**config.mk**
```make
export PLATFORM = sky130hd
export DESIGN_NAME = llc_trace_frontend_flat
export DESIGN_NICKNAME = d
export VERILOG_FILES = /design/src/rtl/llc_trace_frontend_pkg.sv /design/src/rtl/llc_trace_frontend_if.sv /design/src/rtl/llc_trace_frontend_req_fifo.sv /design/src/rtl/llc_trace_frontend.sv /design/src/flat_wrapper.sv
export SDC_FILE = /design/constraint.sdc
export NUM_CORES = 1
export LEC_CHECK = 0
export ABC_AREA = 1
export ABC_CLOCK_PERIOD_IN_PS = 2900
export BUFFER_PORTS_ARGS = -buffer_cell sky130_fd_sc_hd__buf_2
export CAP_MARGIN = 20
export CORE_UTILIZATION = 56
export CTS_BUF_LIST = sky130_fd_sc_hd__clkbuf_4
export CTS_CLUSTER_SIZE = 25
export DETAILED_ROUTE_END_ITERATION = 7
export PLACE_DENSITY = 0.78
export SETUP_SLACK_MARGIN = 0.1
export SYNTH_ARGS = -nofsm -noshare
export SYNTH_HDL_FRONTEND = slang
export SYNTH_SLANG_ARGS = --single-unit
```
**constraint.sdc**
```tcl
create_clock -name clk -period 2.9 [get_ports clk]
set_input_delay 0.435 -clock clk [delete_from_list [all_inputs] [get_ports clk]]
set_output_delay 0.435 -clock clk [all_outputs]
set_load 0.005 [all_outputs]
```
**src/rtl/llc_trace_frontend_pkg.sv**
```systemverilog
// Shared types for the LLC trace front end.
//   trace_op_e  : decoded trace operation codes
//   llc_req_t   : decoded request (op + tag/index/offset split of the address)
//   fe_state_e  : front-end sequencing states
//   op_class_e  : coarse grouping of raw op codes used by the FSM
package llc_trace_frontend_pkg;

  localparam int TAG_BITS    = 12;
  localparam int INDEX       = 14;
  localparam int BYTE_OFFSET = 6;

  typedef enum logic [3:0] {
    RD_L1D   = 4'd0,
    WR_L1D   = 4'd1,
    RD_L1I   = 4'd2,
    SNP_RD   = 4'd3,
    SNP_WR   = 4'd4,
    SNP_RWIM = 4'd5,
    SNP_INV  = 4'd6,
    CLEAR    = 4'd8,
    PRINT    = 4'd9
  } trace_op_e;

  typedef struct packed {
    trace_op_e              op;
    logic [TAG_BITS-1:0]    tag;
    logic [INDEX-1:0]       index;
    logic [BYTE_OFFSET-1:0] offset;
  } llc_req_t;

  typedef enum logic [1:0] {RUN, DRAIN, SYNC} fe_state_e;

  typedef enum logic [1:0] {OPC_DATA, OPC_CTRL, OPC_ILLEGAL} op_class_e;

  function automatic op_class_e classify(input logic [3:0] op);
    if (op <= 4'd6)                    return OPC_DATA;
    else if (op == 4'd8 || op == 4'd9) return OPC_CTRL;
    else                               return OPC_ILLEGAL;
  endfunction

endpackage

```
**src/rtl/llc_trace_frontend_if.sv**
```systemverilog
// Command and request channels of the LLC trace front end.
//   cmd_* : raw trace command, valid/ready (master drives valid/op/addr)
//   req_* : decoded request towards the cache controller (slave drives valid/fields)
//   master: trace source / controller side;  slave: the front end itself
interface llc_trace_frontend_if;
  import llc_trace_frontend_pkg::*;

  logic                   cmd_valid;
  logic                   cmd_ready;
  logic [3:0]             cmd_op;
  logic [31:0]            cmd_addr;

  logic                   req_valid;
  logic                   req_ready;
  trace_op_e              req_op;
  logic [TAG_BITS-1:0]    req_tag;
  logic [INDEX-1:0]       req_index;
  logic [BYTE_OFFSET-1:0] req_offset;

  modport master (
    output cmd_valid, cmd_op, cmd_addr, req_ready,
    input  cmd_ready, req_valid, req_op, req_tag, req_index, req_offset
  );

  modport slave (
    input  cmd_valid, cmd_op, cmd_addr, req_ready,
    output cmd_ready, req_valid, req_op, req_tag, req_index, req_offset
  );

endinterface

```
**src/rtl/llc_trace_frontend_req_fifo.sv**
```systemverilog
// llc_req_fifo: in-order synchronous FIFO of decoded requests.
//   push/wdata : write, ignored when full (a same-cycle pop does not make room)
//   pop/rdata  : show-ahead head, pop ignored when empty
//   full/empty : derived from pointers carrying an extra wrap bit
module llc_req_fifo
  import llc_trace_frontend_pkg::*;
#(
  parameter int DEPTH = 8
) (
  input  logic     clk,
  input  logic     rst_n,
  input  logic     push,
  input  llc_req_t wdata,
  input  logic     pop,
  output llc_req_t rdata,
  output logic     full,
  output logic     empty
);

  localparam int AW = $clog2(DEPTH);

  logic [AW:0] wr_ptr;
  logic [AW:0] rd_ptr;
  llc_req_t    mem [DEPTH];
  logic        do_push;
  logic        do_pop;

  assign empty   = (wr_ptr == rd_ptr);
  assign full    = (wr_ptr[AW] != rd_ptr[AW]) && (wr_ptr[AW-1:0] == rd_ptr[AW-1:0]);
  assign do_push = push && !full;
  assign do_pop  = pop && !empty;
  assign rdata   = mem[rd_ptr[AW-1:0]];

  always_ff @(posedge clk or negedge rst_n) begin
    if (!rst_n) begin
      wr_ptr <= '0;
      rd_ptr <= '0;
    end else begin
      if (do_push) wr_ptr <= wr_ptr + 1'b1;
      if (do_pop)  rd_ptr <= rd_ptr + 1'b1;
    end
  end

  // Storage needs no reset: pointers alone define what is valid.
  always_ff @(posedge clk) begin
    if (do_push) mem[wr_ptr[AW-1:0]] <= wdata;
  end

endmodule

```
**src/rtl/llc_trace_frontend.sv**
```systemverilog
// llc_trace_frontend: decodes raw trace commands, splits the address into
// tag/index/offset, queues them in order and hands them to the cache controller.
// Control ops (CLEAR/PRINT) are only let through once the controller is idle
// and the queue is empty, and nothing follows them until they have been consumed.
//   clk, rst_n     : clock, async active-low reset
//   bus (slave)    : cmd_* in, req_* out
//   ctrl_idle      : controller has nothing in flight
//   illegal_cnt    : saturating count of dropped illegal ops
//   illegal_pulse  : high in the cycle an illegal op is dropped
//
// state | meaning
// RUN   | normal flow; data ops queued, illegal ops dropped
// DRAIN | control op waiting for empty queue and idle controller
// SYNC  | control op queued; waiting for its pop and a later idle cycle
module llc_trace_frontend
  import llc_trace_frontend_pkg::*;
#(
  parameter int FIFO_DEPTH = 8,
  parameter int CNT_W      = 16
) (
  input  logic                  clk,
  input  logic                  rst_n,
  llc_trace_frontend_if.slave   bus,
  input  logic                  ctrl_idle,
  output logic [CNT_W-1:0]      illegal_cnt,
  output logic                  illegal_pulse
);

  fe_state_e state;
  fe_state_e state_nxt;
  op_class_e op_cls;
  llc_req_t  wdata;
  llc_req_t  head;
  logic      push;
  logic      pop;
  logic      full;
  logic      empty;
  logic      sync_popped;

  assign op_cls = classify(bus.cmd_op);

  assign wdata.op     = trace_op_e'(bus.cmd_op);
  assign wdata.tag    = bus.cmd_addr[31:20];
  assign wdata.index  = bus.cmd_addr[19:6];
  assign wdata.offset = bus.cmd_addr[5:0];

  assign bus.req_valid  = !empty;
  assign bus.req_op     = head.op;
  assign bus.req_tag    = head.tag;
  assign bus.req_index  = head.index;
  assign bus.req_offset = head.offset;
  assign pop            = bus.req_valid && bus.req_ready;

  llc_req_fifo #(.DEPTH(FIFO_DEPTH)) u_fifo (
    .clk   (clk),
    .rst_n (rst_n),
    .push  (push),
    .wdata (wdata),
    .pop   (pop),
    .rdata (head),
    .full  (full),
    .empty (empty)
  );

  always_ff @(posedge clk or negedge rst_n) begin
    if (!rst_n) state <= RUN;
    else        state <= state_nxt;
  end

  always_comb begin
    state_nxt     = state;
    bus.cmd_ready = 1'b0;
    push          = 1'b0;
    illegal_pulse = 1'b0;
    unique case (state)
      RUN: begin
        unique case (op_cls)
          OPC_DATA: begin
            bus.cmd_ready = !full;
            push          = bus.cmd_valid && !full;
          end
          OPC_ILLEGAL: begin
            bus.cmd_ready = 1'b1;
            illegal_pulse = bus.cmd_valid;
          end
          default: begin
            if (bus.cmd_valid) state_nxt = DRAIN;
          end
        endcase
      end
      DRAIN: begin
        bus.cmd_ready = empty && ctrl_idle && (op_cls == OPC_CTRL);
        if (!bus.cmd_valid) begin
          state_nxt = RUN;
        end else if (bus.cmd_ready) begin
          push      = 1'b1;
          state_nxt = SYNC;
        end
      end
      SYNC: begin
        // sync_popped is registered, so the idle check lands after the pop cycle.
        if (sync_popped && ctrl_idle) state_nxt = RUN;
      end
      default: state_nxt = RUN;
    endcase
  end

  always_ff @(posedge clk or negedge rst_n) begin
    if (!rst_n)                 sync_popped <= 1'b0;
    else if (state_nxt != SYNC) sync_popped <= 1'b0;
    else if (pop)               sync_popped <= 1'b1;
  end

  always_ff @(posedge clk or negedge rst_n) begin
    if (!rst_n)                                  illegal_cnt <= '0;
    else if (illegal_pulse && illegal_cnt != '1) illegal_cnt <= illegal_cnt + 1'b1;
  end

endmodule

```
**src/flat_wrapper.sv**
```systemverilog
// flat-port wrapper written by rule: the top's interface ports become plain ports
module llc_trace_frontend_flat import llc_trace_frontend_pkg::*;
#(
  parameter int FIFO_DEPTH = 8,
  parameter int CNT_W      = 16
)
  (clk, rst_n, ctrl_idle, illegal_cnt, illegal_pulse, bus_cmd_valid, bus_cmd_op, bus_cmd_addr, bus_req_ready, bus_cmd_ready, bus_req_valid, bus_req_op, bus_req_tag, bus_req_index, bus_req_offset);
  llc_trace_frontend_if bus_i ();
  input  logic clk;
  input  logic rst_n;
  input  logic ctrl_idle;
  output logic [CNT_W-1:0] illegal_cnt;
  output logic illegal_pulse;
  input wire logic [$bits(bus_i.cmd_valid)-1:0] bus_cmd_valid;
  input wire logic [$bits(bus_i.cmd_op)-1:0] bus_cmd_op;
  input wire logic [$bits(bus_i.cmd_addr)-1:0] bus_cmd_addr;
  input wire logic [$bits(bus_i.req_ready)-1:0] bus_req_ready;
  output wire logic [$bits(bus_i.cmd_ready)-1:0] bus_cmd_ready;
  output wire logic [$bits(bus_i.req_valid)-1:0] bus_req_valid;
  output wire logic [$bits(bus_i.req_op)-1:0] bus_req_op;
  output wire logic [$bits(bus_i.req_tag)-1:0] bus_req_tag;
  output wire logic [$bits(bus_i.req_index)-1:0] bus_req_index;
  output wire logic [$bits(bus_i.req_offset)-1:0] bus_req_offset;
  assign bus_i.cmd_valid = bus_cmd_valid;
  assign bus_i.cmd_op = bus_cmd_op;
  assign bus_i.cmd_addr = bus_cmd_addr;
  assign bus_i.req_ready = bus_req_ready;
  assign bus_cmd_ready = bus_i.cmd_ready;
  assign bus_req_valid = bus_i.req_valid;
  assign bus_req_op = bus_i.req_op;
  assign bus_req_tag = bus_i.req_tag;
  assign bus_req_index = bus_i.req_index;
  assign bus_req_offset = bus_i.req_offset;
  llc_trace_frontend #(.FIFO_DEPTH(FIFO_DEPTH), .CNT_W(CNT_W)) u_core (.clk(clk), .rst_n(rst_n), .bus(bus_i), .ctrl_idle(ctrl_idle), .illegal_cnt(illegal_cnt), .illegal_pulse(illegal_pulse));
endmodule
```
Word level (Yosys, flattened, before mapping)
Memories as Yosys holds them, arrays and structs flattened. Index checks and enable logic that the tools add are counted.

Bits in registers: 27. Bits in writable memories: 288. Input port bits: 41. Output and inout port bits: 55. Logic and storage cells: 57. Memories kept: 1.

$add $sub $neg: 3. $lt $le $gt $ge: 1. Equal/unequal tests: 11. Multiplexer cells: 20. Reductions and logical operators: 16.

Memory list: u_core.u_fifo.mem (depth 8, bits a word 36, read ports 1, clocked after Yosys merged registers in 0, wr ports 1, RTL line llc_trace_frontend_req_fifo.sv:24) `llc_req_t mem [DEPTH];`.

Operators with widths (count): $add A16 B1 Y16 const B (1); $ne A16 B16 Y1 const B (1); $mux W2 (7); $logic_and A1 B1 Y1 (9); $mux W1 (9); $add A4 B1 Y4 const B (2); $eq A4 B4 Y1 const B (2); $pmux W1 S2 (3); $pmux W2 S3 (1); $eq A2 B1 Y1 const B (2); $eq A2 B2 Y1 const B (2); $eq A4 B4 Y1 (1); $le A4 B3 Y1 const B (1); $logic_not A2 Y1 (2); $eq A3 B3 Y1 (1); $logic_not A1 Y1 (2); $ne A2 B2 Y1 const B (1); $reduce_bool A2 Y1 (1); $reduce_or A2 Y1 (1); $logic_or A1 B1 Y1 (1); $ne A1 B1 Y1 (1).

Depth between registers and ports, before layout
Depth in word-level cells: 12. Depth in mapped cells: 10. Gate-level depth less buffers: 9.

Hierarchy
A second synthesis with hierarchy kept.

Cells, all modules: 1093. Area total of the unflattened synthesis: 12883.6 sq um.

By module, submodules not included: llc_req_fifo (times used 1, cells each 901, area an instance 11612.4 sq um, seq. area each 8848.5 sq um); llc_trace_frontend (times used 1, cells each 192, area an instance 1271.2 sq um, seq. area each 475.5 sq um).

Least setup slack after synthesis
Ideal clock, no wire load.

Path type: input to register. Start: in bus_cmd_op[1]. End: mem u_core.u_fifo.mem[7][0] (netlist name) (enable). Library setup time: 0.441 ns. Data arrival time: 2.794 ns. Required time: 2.459 ns. Setup slack: -0.335 ns. Cell stages on the path: 4. Path buffers: 0. Cells stage by stage: nand3b_1 nor2_1 nand4_4 a21oi_1.

Cells in the longest elaborated chain, start to end: 12. Elaborated cells between the ends (all ways): 16. Those cells by class: order compare (1); eq/ne (3); mux (8); reduce/logical (4).

Ends and longest elaborated chain: start: declaration (RTL line flat_wrapper.sv:15) `input wire logic [$bits(bus_i.cmd_op)-1:0] bus_cmd_op;`; $eq A4 B4 Y1 (RTL line llc_trace_frontend_pkg.sv:37) `else if (op == 4'd8 || op == 4'd9) return OPC_CTRL;`; $logic_or A1 B1 Y1 (RTL line llc_trace_frontend_pkg.sv:37); $mux W2 (RTL line llc_trace_frontend_pkg.sv:37); $mux W2 (*) (RTL line llc_trace_frontend_pkg.sv:36) `if (op <= 4'd6) return OPC_DATA;`; $eq A2 B1 Y1 (RTL line llc_trace_frontend.sv:92) `bus.cmd_ready = empty && ctrl_idle && (op_cls == OPC_CTRL);`; $logic_and A1 B1 Y1 (RTL line llc_trace_frontend.sv:92); $mux W1 (RTL line llc_trace_frontend.sv:95) `end else if (bus.cmd_ready) begin`; $mux W1 (RTL line llc_trace_frontend.sv:93) `if (!bus.cmd_valid) begin`; $pmux W1 S2 (*) (RTL line llc_trace_frontend.sv:75) `unique case (state)`; $logic_and A1 B1 Y1 (*) (RTL line llc_trace_frontend_req_fifo.sv:30) `assign do_push = push && !full;`; $mux W1 (*) (RTL line llc_trace_frontend_req_fifo.sv:46) `if (do_push) mem[wr_ptr[AW-1:0]] <= wdata;`; $mux W1 (implied by the code) (*) (RTL line llc_trace_frontend_req_fifo.sv:46); end: declaration (RTL line llc_trace_frontend_req_fifo.sv:24).

Mark *: on every way between the ends. The rest lies on a longest branch, timed or not.

Worst setup path in the final report
Start: reg u_core.u_fifo.rd_ptr[0]. End: out bus_req_offset[3].

Cells in the longest elaborated chain, start to end: 1.

Ends and longest elaborated chain: start: declaration (RTL line llc_trace_frontend_req_fifo.sv:23) `logic [AW:0] rd_ptr;`; start signal: assignment (RTL line llc_trace_frontend_req_fifo.sv:40) `if (do_pop) rd_ptr <= rd_ptr + 1'b1;`; $mem_v2 Z8 W36; end: declaration (RTL line flat_wrapper.sv:23) `output wire logic [$bits(bus_i.req_offset)-1:0] bus_req_offset;`.

Every way passes these cells.

==> metrics.txt <==
status completed; core area 0.02257 sq mm; first-pass GRT wire length 44450 microns; post-synth top area cell edfxtp_1; Tot Pwr 13.97 mW; Worst-path clk slew 70 ps; FF-to-FF End u_core.u_fifo.mem[3][1]; gp weighted congestion 0.8410; detailed-route vias per instance 5.566; Worst Tran Pin Value 643.2 ps; layout cells sized above 1 0.2177; Die X 153.4 microns; Max Cap Viol 0; top post-synthesis cells by area edfxtp_1 (67%), nand2_1 (6.1%), nor2_1 (6.1%); Pwr Density 922.8 mW/mm^2; CP Launch Type register; internal reg-to-reg setup slack 300 ps; Detail Route Antenna Nets 0; max-slew violations 0; Max VDD drop 0.5895 mV; Hold EP u_core.u_fifo.mem[2][7]; Final period util 0.9434; Seq/Total Area, Yosys 0.7267; number of I/O pins 96; vias in the first global route 8638; HP Class input pin to register; average wire per standard cell 18.31 microns; final setup violation count 0; Initial Util 0.5684; Chip Height 153.4 microns; R2R depth 9; row count 55; residual DRC count 0; Synth-to-Final Area Change 17.96%; worst path arrival time 2300 ps; Cell Area, Placed 0.01372 sq mm; Clk Latency, worst-skew pair 670 ps; Root Buffer clkbuf_4; initial DRC count 839; P_leak 5.721 nW; Yosys warning count 0; Mapped Area 0.01283 sq mm; Syn Inst Count 1096; kind of end point of the critical path primary output; reg2reg start u_core.u_fifo.rd_ptr[0]; CP required 2470 ps; mean cell area of the mapped netlist 11.71 sq um; Hold Path Stages 1; kind of critical path register to primary output; HPWL Detailed 15820 microns; final hold vios 0; input/output buffers 95; Fin Clk Skew 37.81 ps; fin worst setup slack 164.0 ps; Final Cell Area 0.01513 sq mm; clk sinks 315; First-pass DRT Iterations 5; grt ovf 0; startpoint of the most critical hold path bus_cmd_addr[7]; Slew HR 0.5712; CTS Buffer Depth 3; Synth top area share 0.6741; Period minus WS final 2736 ps; crit-path max FO 10; All-Layer GR Usage 0.2451; crit path from u_core.u_fifo.rd_ptr[0]; Mapped Nets 1140; full die area 0.02352 sq mm; Fmax 365.5 MHz; antenna violations before repair 2; CTS tree yes; CTS Buf Count 78; pre-CTS setup slack 321.3 ps; unrepaired setup endpoints after global routing true; largest net degree at the start of global routing 74; count of cell types in the netlist 28; Vias 8956; Layout Nets 1308; htree depth 3; flops & latches, synth 315; drt total wl 29460 microns
[worst max-delay path by stage]
stage                                    endpoint  slack, ps
after floorplan           u_core.u_fifo.mem[1][0]       -270
after global placement          bus_req_index[11]        390
after detailed placement  u_core.u_fifo.mem[3][5]        320
after CTS                       bus_req_offset[2]         90
after global routing                bus_cmd_ready         80
final                           bus_req_offset[3]        160
[cell type report]
cell class	count	area, sq um
flip-flops and latches	315	9329
fillers	1610	7437
multi-input cells	694	3222
repair buffers	147	1157
clock buffers	110	825.8
well taps	285	356.6
clock inverters	29	123.9
inverters	28	117.6
diodes	1	2.502
[worst max-delay path, stage by stage (launching register included)]
cell	delay, ps
dfrtp_4	580
buf_6	170
buf_4	140
clkbuf_16	160
nor2_1	110
nor2_1	40
o21ai_0	120
a31oi_2	160
buf_2	180
[synth_stat cells]
cell and count:
nand3_2 1, nand2_1 210, nand2_2 5, nor2_4 1
nand3b_1 1, edfxtp_1 288, nor2_1 207, ha_1 3
buf_2 21, nand4_1 5, xnor2_1 5, o211ai_1 1
nor2_2 2, a31oi_1 36, nand4_4 1, inv_2 3
a21oi_1 38, nand3_1 16, dfrtp_1 27, buf_6 1
inv_1 25, o21ai_0 141, buf_1 2, nor3_1 2
xor2_1 12, buf_4 4, clkbuf_1 31, o21ai_1 7
[what timing repair did]
item | in CTS | in global routing
buffers inserted | 3 | 6
endpoints found under the setup margin | 36 | 24
pin swaps | 0 | 1
endpoints found under the hold margin | 68 | 0
gates cloned | 0 | 5
gates resized for setup | 21 | 18
hold buffers | 10 | 0
[power by group]
part	total (mW)	leakage, nW	internal [mW]	switching, mW
logic	4.95	2.19	1.86	3.09
registers	5.50	2.95	5.29	0.204
clock network	3.52	0.577	1.76	1.75
total	14.0	5.72	8.92	5.05
[logic make-up after synthesis]
family	count (synthesis)	share of synthesized area
buf+inv	87	0.02926
fa+ha+maj	3	0.002926
xor+xnor	17	0.01161
compound gates	223	0.09070
simple gates	451	0.1388
flops	315	0.7267
[per-stage QoR]
stage	instances	util	hold WS, ps	TNS [ps]
floorplan	1096	-	139.4	-68450
global placement	1445	0.6080	501.7	0
detailed placement	1445	0.6080	497.6	0
CTS	1597	0.6597	1.546	0
global route	1609	0.6705	18.52	0
finish	1609	0.6705	54.39	0
[layer usage]
metal,part of all wire,global-route usage,vias up
li1,-,-,4223
met1,0.41,0.3210,4255
met2,0.50,0.4027,436
met3,0.082,0.05642,40
met4,0.014,0.09000,2
met5,0.00044,0,-
[registers in the layout, indices dropped and copies added (netlist names)]
signal,flops
u_core.u_fifo.wr_ptr,4
u_core.u_fifo.mem,288
u_core.u_fifo.rd_ptr,4
u_core.illegal_cnt,16
u_core.state,2
u_core.sync_popped,1
[cells in the final DEF, fill, tap and decap left out, drive strengths merged]
master,instances
inv,29
xnor2,5
dlygate4sd3,10
ha,3
clkinv,27
xor2,12
nand3,17
edfxtp,288
dfrtp,27
buf,132
o211ai,1
nor2,210
o21ai,148
nand2,215
clkbuf,115
nor3,2
nand4,6
a31oi,36
diode,1
a21oi,38
nand3b,1
clkinvlp,1
Power figures use the tool's default switching activity.
